===== src/rtl/mem_access_ctrl_pkg.sv =====
// Shared decode constants, FSM state encoding and fault causes for the
// data-memory access controller.
package mem_access_ctrl_pkg;

  localparam logic [6:0] OpcLoad  = 7'b0000011;
  localparam logic [6:0] OpcStore = 7'b0100011;

  localparam logic [2:0] F3Byte  = 3'b000;
  localparam logic [2:0] F3Half  = 3'b001;
  localparam logic [2:0] F3Word  = 3'b010;
  localparam logic [2:0] F3ByteU = 3'b100;
  localparam logic [2:0] F3HalfU = 3'b101;

  localparam logic [2:0] StIdle  = 3'd0;
  localparam logic [2:0] StIssue = 3'd1;
  localparam logic [2:0] StWait  = 3'd2;
  localparam logic [2:0] StDone  = 3'd3;
  localparam logic [2:0] StFault = 3'd4;

  localparam logic [1:0] CauseNone     = 2'b00;
  localparam logic [1:0] CauseMisalign = 2'b01;
  localparam logic [1:0] CauseTimeout  = 2'b10;
  localparam logic [1:0] CauseIllegal  = 2'b11;

  function automatic logic funct_illegal(input logic is_store, input logic [2:0] funct);
    logic bad;
    case (funct)
      F3Byte, F3Half, F3Word: bad = 1'b0;
      F3ByteU, F3HalfU:       bad = is_store;
      default:                bad = 1'b1;
    endcase
    return bad;
  endfunction

  // Access size comes from funct[1:0]; byte accesses can never be misaligned.
  function automatic logic access_misaligned(input logic [2:0] funct, input logic [1:0] off);
    logic mis;
    case (funct[1:0])
      2'b01:   mis = off[0];
      2'b10:   mis = (off != 2'b00);
      default: mis = 1'b0;
    endcase
    return mis;
  endfunction

endpackage


===== src/rtl/mem_access_ctrl_lane_fmt.sv =====
// Combinational lane formatting: store byte enables and replication, load
// shift and extension, plus illegal/misaligned classification.
module mem_lane_fmt
  import mem_access_ctrl_pkg::*;
(
  input  logic [6:0]  opcode,
  input  logic [2:0]  funct,
  input  logic [1:0]  off,
  input  logic [31:0] wdata,
  input  logic [31:0] rdata,
  output logic        is_load,
  output logic        is_store,
  output logic        illegal,
  output logic        misaligned,
  output logic [3:0]  we,
  output logic [31:0] wdata_rep,
  output logic [31:0] load_data
);

  logic [15:0] sh;

  assign is_load    = (opcode == OpcLoad);
  assign is_store   = (opcode == OpcStore);
  assign illegal    = funct_illegal(is_store, funct);
  assign misaligned = access_misaligned(funct, off);
  assign sh         = 16'(rdata >> {off, 3'b000});

  always_comb begin
    we        = 4'b0000;
    wdata_rep = 32'h0;
    if (is_store) begin
      case (funct)
        F3Byte: begin
          we        = 4'b0001 << off;
          wdata_rep = {4{wdata[7:0]}};
        end
        F3Half: begin
          we        = 4'b0011 << off;
          wdata_rep = {2{wdata[15:0]}};
        end
        F3Word: begin
          we        = 4'b1111;
          wdata_rep = wdata;
        end
        default: ;
      endcase
    end
  end

  always_comb begin
    load_data = 32'h0;
    case (funct)
      F3Byte:  load_data = {{24{sh[7]}}, sh[7:0]};
      F3ByteU: load_data = {24'h0, sh[7:0]};
      F3Half:  load_data = {{16{sh[15]}}, sh[15:0]};
      F3HalfU: load_data = {16'h0, sh[15:0]};
      F3Word:  load_data = rdata;
      default: ;
    endcase
  end

endmodule


===== src/rtl/mem_access_ctrl.sv =====
// Sequences one load or store at a time between the memory pipeline stage and
// a variable-latency data memory, with fault reporting and timeout.
module mem_access_ctrl
  import mem_access_ctrl_pkg::*;
#(
  parameter int unsigned TIMEOUT_CYCLES = 255,
  parameter int unsigned CNT_WIDTH      = 8
) (
  input  logic        clk,
  input  logic        rst,
  input  logic        req_valid,
  output logic        req_ready,
  input  logic [6:0]  req_opcode,
  input  logic [2:0]  req_funct,
  input  logic [31:0] req_addr,
  input  logic [31:0] req_wdata,
  input  logic [4:0]  req_rd,
  output logic        stall,
  output logic        resp_valid,
  output logic        resp_is_load,
  output logic [31:0] resp_rdata,
  output logic [4:0]  resp_rd,
  output logic        fault,
  output logic [1:0]  fault_cause,
  output logic        mem_req_valid,
  input  logic        mem_req_ready,
  output logic [31:0] mem_addr,
  output logic [3:0]  mem_we,
  output logic [31:0] mem_wdata,
  input  logic        mem_resp_valid,
  input  logic [31:0] mem_rdata
);

  localparam logic [CNT_WIDTH-1:0] TimeoutLast = CNT_WIDTH'(TIMEOUT_CYCLES - 1);

  logic [2:0]           state_q, state_d;
  logic [6:0]           opcode_q;
  logic [2:0]           funct_q;
  logic [31:0]          addr_q, wdata_q;
  logic [4:0]           rd_q;
  logic [1:0]           cause_q, cause_d;
  logic [31:0]          rdata_q, rdata_d;
  logic [CNT_WIDTH-1:0] cnt_q, cnt_d;

  logic        in_idle, accept, timeout_hit;
  logic [6:0]  fmt_opcode;
  logic [2:0]  fmt_funct;
  logic [1:0]  fmt_off;
  logic        fmt_is_load, fmt_is_store, fmt_illegal, fmt_misaligned;
  logic [3:0]  fmt_we;
  logic [31:0] fmt_wdata, fmt_load_data;

  assign in_idle = (state_q == StIdle);

  // In IDLE the formatter classifies the incoming request; afterwards it works
  // on the latched fields.
  assign fmt_opcode = in_idle ? req_opcode    : opcode_q;
  assign fmt_funct  = in_idle ? req_funct     : funct_q;
  assign fmt_off    = in_idle ? req_addr[1:0] : addr_q[1:0];

  mem_lane_fmt u_lane_fmt (
    .opcode     (fmt_opcode),
    .funct      (fmt_funct),
    .off        (fmt_off),
    .wdata      (wdata_q),
    .rdata      (mem_rdata),
    .is_load    (fmt_is_load),
    .is_store   (fmt_is_store),
    .illegal    (fmt_illegal),
    .misaligned (fmt_misaligned),
    .we         (fmt_we),
    .wdata_rep  (fmt_wdata),
    .load_data  (fmt_load_data)
  );

  assign accept      = in_idle && req_valid && (fmt_is_load || fmt_is_store);
  assign timeout_hit = (TIMEOUT_CYCLES != 0) && (cnt_q == TimeoutLast);

  always_comb begin
    state_d = state_q;
    cause_d = cause_q;
    rdata_d = rdata_q;
    cnt_d   = cnt_q;
    unique case (state_q)
      StIdle: begin
        if (accept) begin
          if (fmt_illegal) begin
            state_d = StFault;
            cause_d = CauseIllegal;
          end else if (fmt_misaligned) begin
            state_d = StFault;
            cause_d = CauseMisalign;
          end else begin
            state_d = StIssue;
            cause_d = CauseNone;
            cnt_d   = '0;
          end
        end
      end
      StIssue: begin
        cnt_d = cnt_q + CNT_WIDTH'(1);
        if (mem_req_ready) begin
          state_d = fmt_is_load ? StWait : StDone;
        end else if (timeout_hit) begin
          state_d = StFault;
          cause_d = CauseTimeout;
        end
      end
      StWait: begin
        cnt_d = cnt_q + CNT_WIDTH'(1);
        if (mem_resp_valid) begin
          state_d = StDone;
          rdata_d = fmt_load_data;
        end else if (timeout_hit) begin
          state_d = StFault;
          cause_d = CauseTimeout;
        end
      end
      StDone, StFault: state_d = StIdle;
      default:         state_d = StIdle;
    endcase
  end

  always_ff @(posedge clk or posedge rst) begin
    if (rst) begin
      state_q  <= StIdle;
      opcode_q <= '0;
      funct_q  <= '0;
      addr_q   <= '0;
      wdata_q  <= '0;
      rd_q     <= '0;
      cause_q  <= '0;
      rdata_q  <= '0;
      cnt_q    <= '0;
    end else begin
      state_q <= state_d;
      cause_q <= cause_d;
      rdata_q <= rdata_d;
      cnt_q   <= cnt_d;
      if (accept) begin
        opcode_q <= req_opcode;
        funct_q  <= req_funct;
        addr_q   <= req_addr;
        wdata_q  <= req_wdata;
        rd_q     <= req_rd;
      end
    end
  end

  assign req_ready     = in_idle;
  assign stall         = !in_idle;
  assign mem_req_valid = (state_q == StIssue);
  assign mem_addr      = mem_req_valid ? {addr_q[31:2], 2'b00} : 32'h0;
  assign mem_we        = mem_req_valid ? fmt_we : 4'b0000;
  assign mem_wdata     = mem_req_valid ? fmt_wdata : 32'h0;
  assign resp_valid    = (state_q == StDone);
  assign resp_is_load  = resp_valid && fmt_is_load;
  assign resp_rdata    = resp_is_load ? rdata_q : 32'h0;
  assign resp_rd       = rd_q;
  assign fault         = (state_q == StFault);
  assign fault_cause   = fault ? cause_q : CauseNone;

endmodule


===== config.mk =====
export PLATFORM = sky130hd
export DESIGN_NAME = mem_access_ctrl
export DESIGN_NICKNAME = d
export VERILOG_FILES = /design/src/rtl/mem_access_ctrl_pkg.sv /design/src/rtl/mem_access_ctrl_lane_fmt.sv /design/src/rtl/mem_access_ctrl.sv
export SDC_FILE = /design/constraint.sdc
export NUM_CORES = 1
export LEC_CHECK = 0
export CAP_MARGIN = 20
export CORE_MARGIN = 2
export CORE_UTILIZATION = 35
export DETAILED_ROUTE_END_ITERATION = 10
export DONT_BUFFER_PORTS = 1
export HOLD_SLACK_MARGIN = 0.15
export PLACE_DENSITY = 0.52
export SETUP_SLACK_MARGIN = 0.3
export SLEW_MARGIN = 25
export SYNTH_ARGS = -nofsm -noshare
export SYNTH_HDL_FRONTEND = slang
export SYNTH_SLANG_ARGS = --single-unit

===== constraint.sdc =====
create_clock -name clk -period 5.3 [get_ports clk]
set_clock_uncertainty 0.2 [all_clocks]
set_input_delay 0.795 -clock clk [delete_from_list [all_inputs] [get_ports clk]]
set_output_delay 0.795 -clock clk [all_outputs]
set_load 0.02 [all_outputs]

==> impl_metrics.ini <==
[run_status]
status = completed

[global_route]
grt_max_degree = 82
track_usage_pct = 18.8
grt_pass1_vias = 5156
grt_pass1_wl_um = 29400
overflow = 0
antenna_found_initial = 0

[setup_path]
cp.arrival_ns = 3.77
critical-path-top-delay-family = simple AND/OR/NAND/NOR gates
critPathMaxStageDelay_ns = 0.53
crit_buf_inv = 4
crit_cells = 11
rr_worst_depth = 9
r2r_slack_ns = 1.52
cp_cell_sequence = or3_4 > inv_4 > mux2i_1 > ha_2 > inv_1 > a211oi_4 > buf_4 > nor2_1 > or2_2 > a21oi_1 > buf_4
worstSetupPathType = flop to output pin
path_common_cell = buf_4
critPathRequiredTime_ns = 4.30
end_kind = output pin
crit_slowest_cell = or3_4
path_max_fanout = 18
critPathLaunchType = flop

[drt]
drt_iter0_drc = 241
wl_um = 18900
dr.pass1.iters = 5
vias = 5063
via_per_inst = 5.77
antenna_left = 0
drc = 0
wl_per_cell_um = 21.6

[place]
placed_cells = 844
gp_congestion = 0.795
dp_slack_ns = 0.775
portBuffers = 0
hpwl_um = 13500

[power_and_ir_drop]
p_leak_nw = 3.37
powerDensity_mw_per_mm2 = 551
ir_worst_vdd_mv = 0.229

[die]
ios = 229
die-area_sq_mm = 0.0203
coreArea_sq_mm = 0.0188
initial_core_util_pct = 35.7
die_h_um = 142
die_w_um = 142
std_cell_rows = 50

[synth]
netlist_instances = 639
yosys.area.top_type = dfrtp_1
yosys-top-cells-area = dfrtp_1 (46%), mux2_2 (14%), and2_1 (7.7%)
ys_seq_area_share_pct = 46.3
yosys-top-cells-count = dfrtp_1 (124), and2_1 (82), mux2_2 (81)
synthFlopType = dfrtp_1
synth_seq_cells = 124
async_flop_share_pct = 100
synth.most_common_cell = dfrtp_1
yosys_warnings = 0
yosysUniqueCellTypes = 60
synth_top_area_share_pct = 46.3
synth_edf_count = 0
syn_area_per_cell_sq_um = 10.5
syn_area_sq_mm = 0.00670

[timing]
finalHoldViolations = 0
layout_min_cycle_time_ns = 4.76
tightest_slew_ns = 1.02
rsz0062_at_grt = false
drv_slew = 0
fin_crit_sh_pct = 89.8
max_slew_margin_pct = 31.9
setup_slack_ns = 0.539
fmax_ghz = 0.210
setup_viol = 0
setup-tns-final_ns = 0

[cells_and_area]
nNetsFinal = 752
layout-drive-gt1-share_pct = 26.4
antenna_cells = 0
syn_to_final_growth_pct = 13.5
final_cells = 878

[worst_hold_path]
min_path_type = flop to flop
hold_depth = 1

[clock_tree]
cts-buffers-inserted = 17
htree_levels = 4
numClockSinks = 124
postCtsSetupBuffers = 0
cts_buffer_depth = 2
clk_latency_ns = 0.41
clkSlewWorstSetupHoldPaths_ns = 0.06
clockRootBuffer = clkbuf_16
cts_tree = built

[run]
maxCapViolCount = 0
==> what timing repair did <==
action / CTS / global route
gates resized for setup: 0 / 19
hold buffers: 1 / 0
endpoints found under the hold margin: 12 / 0
endpoints found under the setup margin: 0 / 27
==> registers in the layout, indices dropped and copies added, names as in the netlist <==
| signal | flops |
|---|---|
| opcode_q | 7 |
| cause_q | 2 |
| cnt_q | 8 |
| funct_q | 3 |
| state_q | 3 |
| rdata_q | 32 |
| resp_rd | 5 |
| wdata_q | 32 |
| addr_q | 32 |
==> kinds of logic (layout without fill, tap and decap cells) <==
family / after synthesis / after routing / share of synthesized area, %
AOI/OAI and AO/OA: 163 / 163 / 16.1
adders and majority gates: 5 / 5 / 0.934
buffers and inverters: 53 / 57 / 3.79
DFF: 124 / 124 / 46.3
muxes: 94 / 94 / 16.2
other: 1 / 2 / 0.0560
and+or+nand+nor: 199 / 199 / 16.6
==> per-stage QoR <==
stage | power [mW] | hold slack (ns) | utilization (%) | area [sq um]
after floorplan | 2.62 | 0.225 | - | 6700
after global placement | 2.98 | 0.241 | 36.9 | 6930
after detailed placement | 3.04 | 0.257 | 36.9 | 6930
after CTS | 4.22 | 0.275 | 40.0 | 7510
after global routing | 4.47 | 0.286 | 40.5 | 7610
final | 4.19 | 0.273 | 40.5 | 7610
==> cell type report <==
type / instances / area, sq um
sequential: 124 / 3100
fill: 1843 / 11200
multi-input combinational: 463 / 3450
clock buffer: 17 / 425
clock inverter: 15 / 153
timing repair buffer: 15 / 135
inverter: 10 / 42.5
tap: 234 / 293
==> per-layer routing <==
layer | up-vias | track usage [%] | routed length, um
met3 | 15 | 7.91 | 1870
met2 | 194 | 30.5 | 9020
met5 | - | 0 | 0
met1 | 2552 | 23.1 | 7810
li1 | 2302 | - | -
met4 | 0 | 5.00 | 247
==> report_power, final <==
| group | internal (mW) | leakage (nW) | total (mW) | switching, mW |
|---|---|---|---|---|
| clock network | 0.666 | 0.290 | 1.15 | 0.487 |
| logic | 0.607 | 1.43 | 1.61 | 1.01 |
| registers | 1.22 | 1.64 | 1.42 | 0.199 |
| total | 2.50 | 3.37 | 4.19 | 1.69 |
==> path summary, 6_finish.rpt <==
| kind | startpoint | endpoint |
|---|---|---|
| min in group asynchronous | rst | wdata_q[5]$_DFFE_PP0P_ |
| max in group asynchronous | rst | cnt_q[1]$_DFFE_PP0P_ |
| worst max-delay path | state_q[1]$_DFFE_PP0P_ | mem_we[3] |
| worst min-delay path | opcode_q[0]$_DFFE_PP0P_ | opcode_q[0]$_DFFE_PP0P_ |
| worst max register to register | state_q[1]$_DFFE_PP0P_ | cnt_q[0]$_DFFE_PP0P_ |
| worst min register to register | opcode_q[0]$_DFFE_PP0P_ | opcode_q[0]$_DFFE_PP0P_ |
==> cells in the final DEF (no fill, tap or decap), types with 3 or more instances in the layout <==
cell type / instances
a211oi_1: 3
a21o_1: 3
a21oi_1: 38
a21oi_2: 17
a222oi_1: 7
a22oi_1: 25
a311oi_1: 7
a31oi_1: 6
a32oi_1: 7
and2_1: 82
and3_1: 22
buf_4: 13
clkbuf_16: 17
dfrtp_1: 124
ha_1: 4
inv_1: 8
inv_6: 8
inv_8: 3
mux2_2: 81
mux2_4: 3
mux2i_1: 7
nand2_1: 23
nand2b_1: 9
nand3_1: 3
nand4_1: 3
nor2_1: 37
o21ai_0: 15
o21ai_1: 15
o22a_1: 3
or3_1: 3
(Power assumes the default switching activity.)
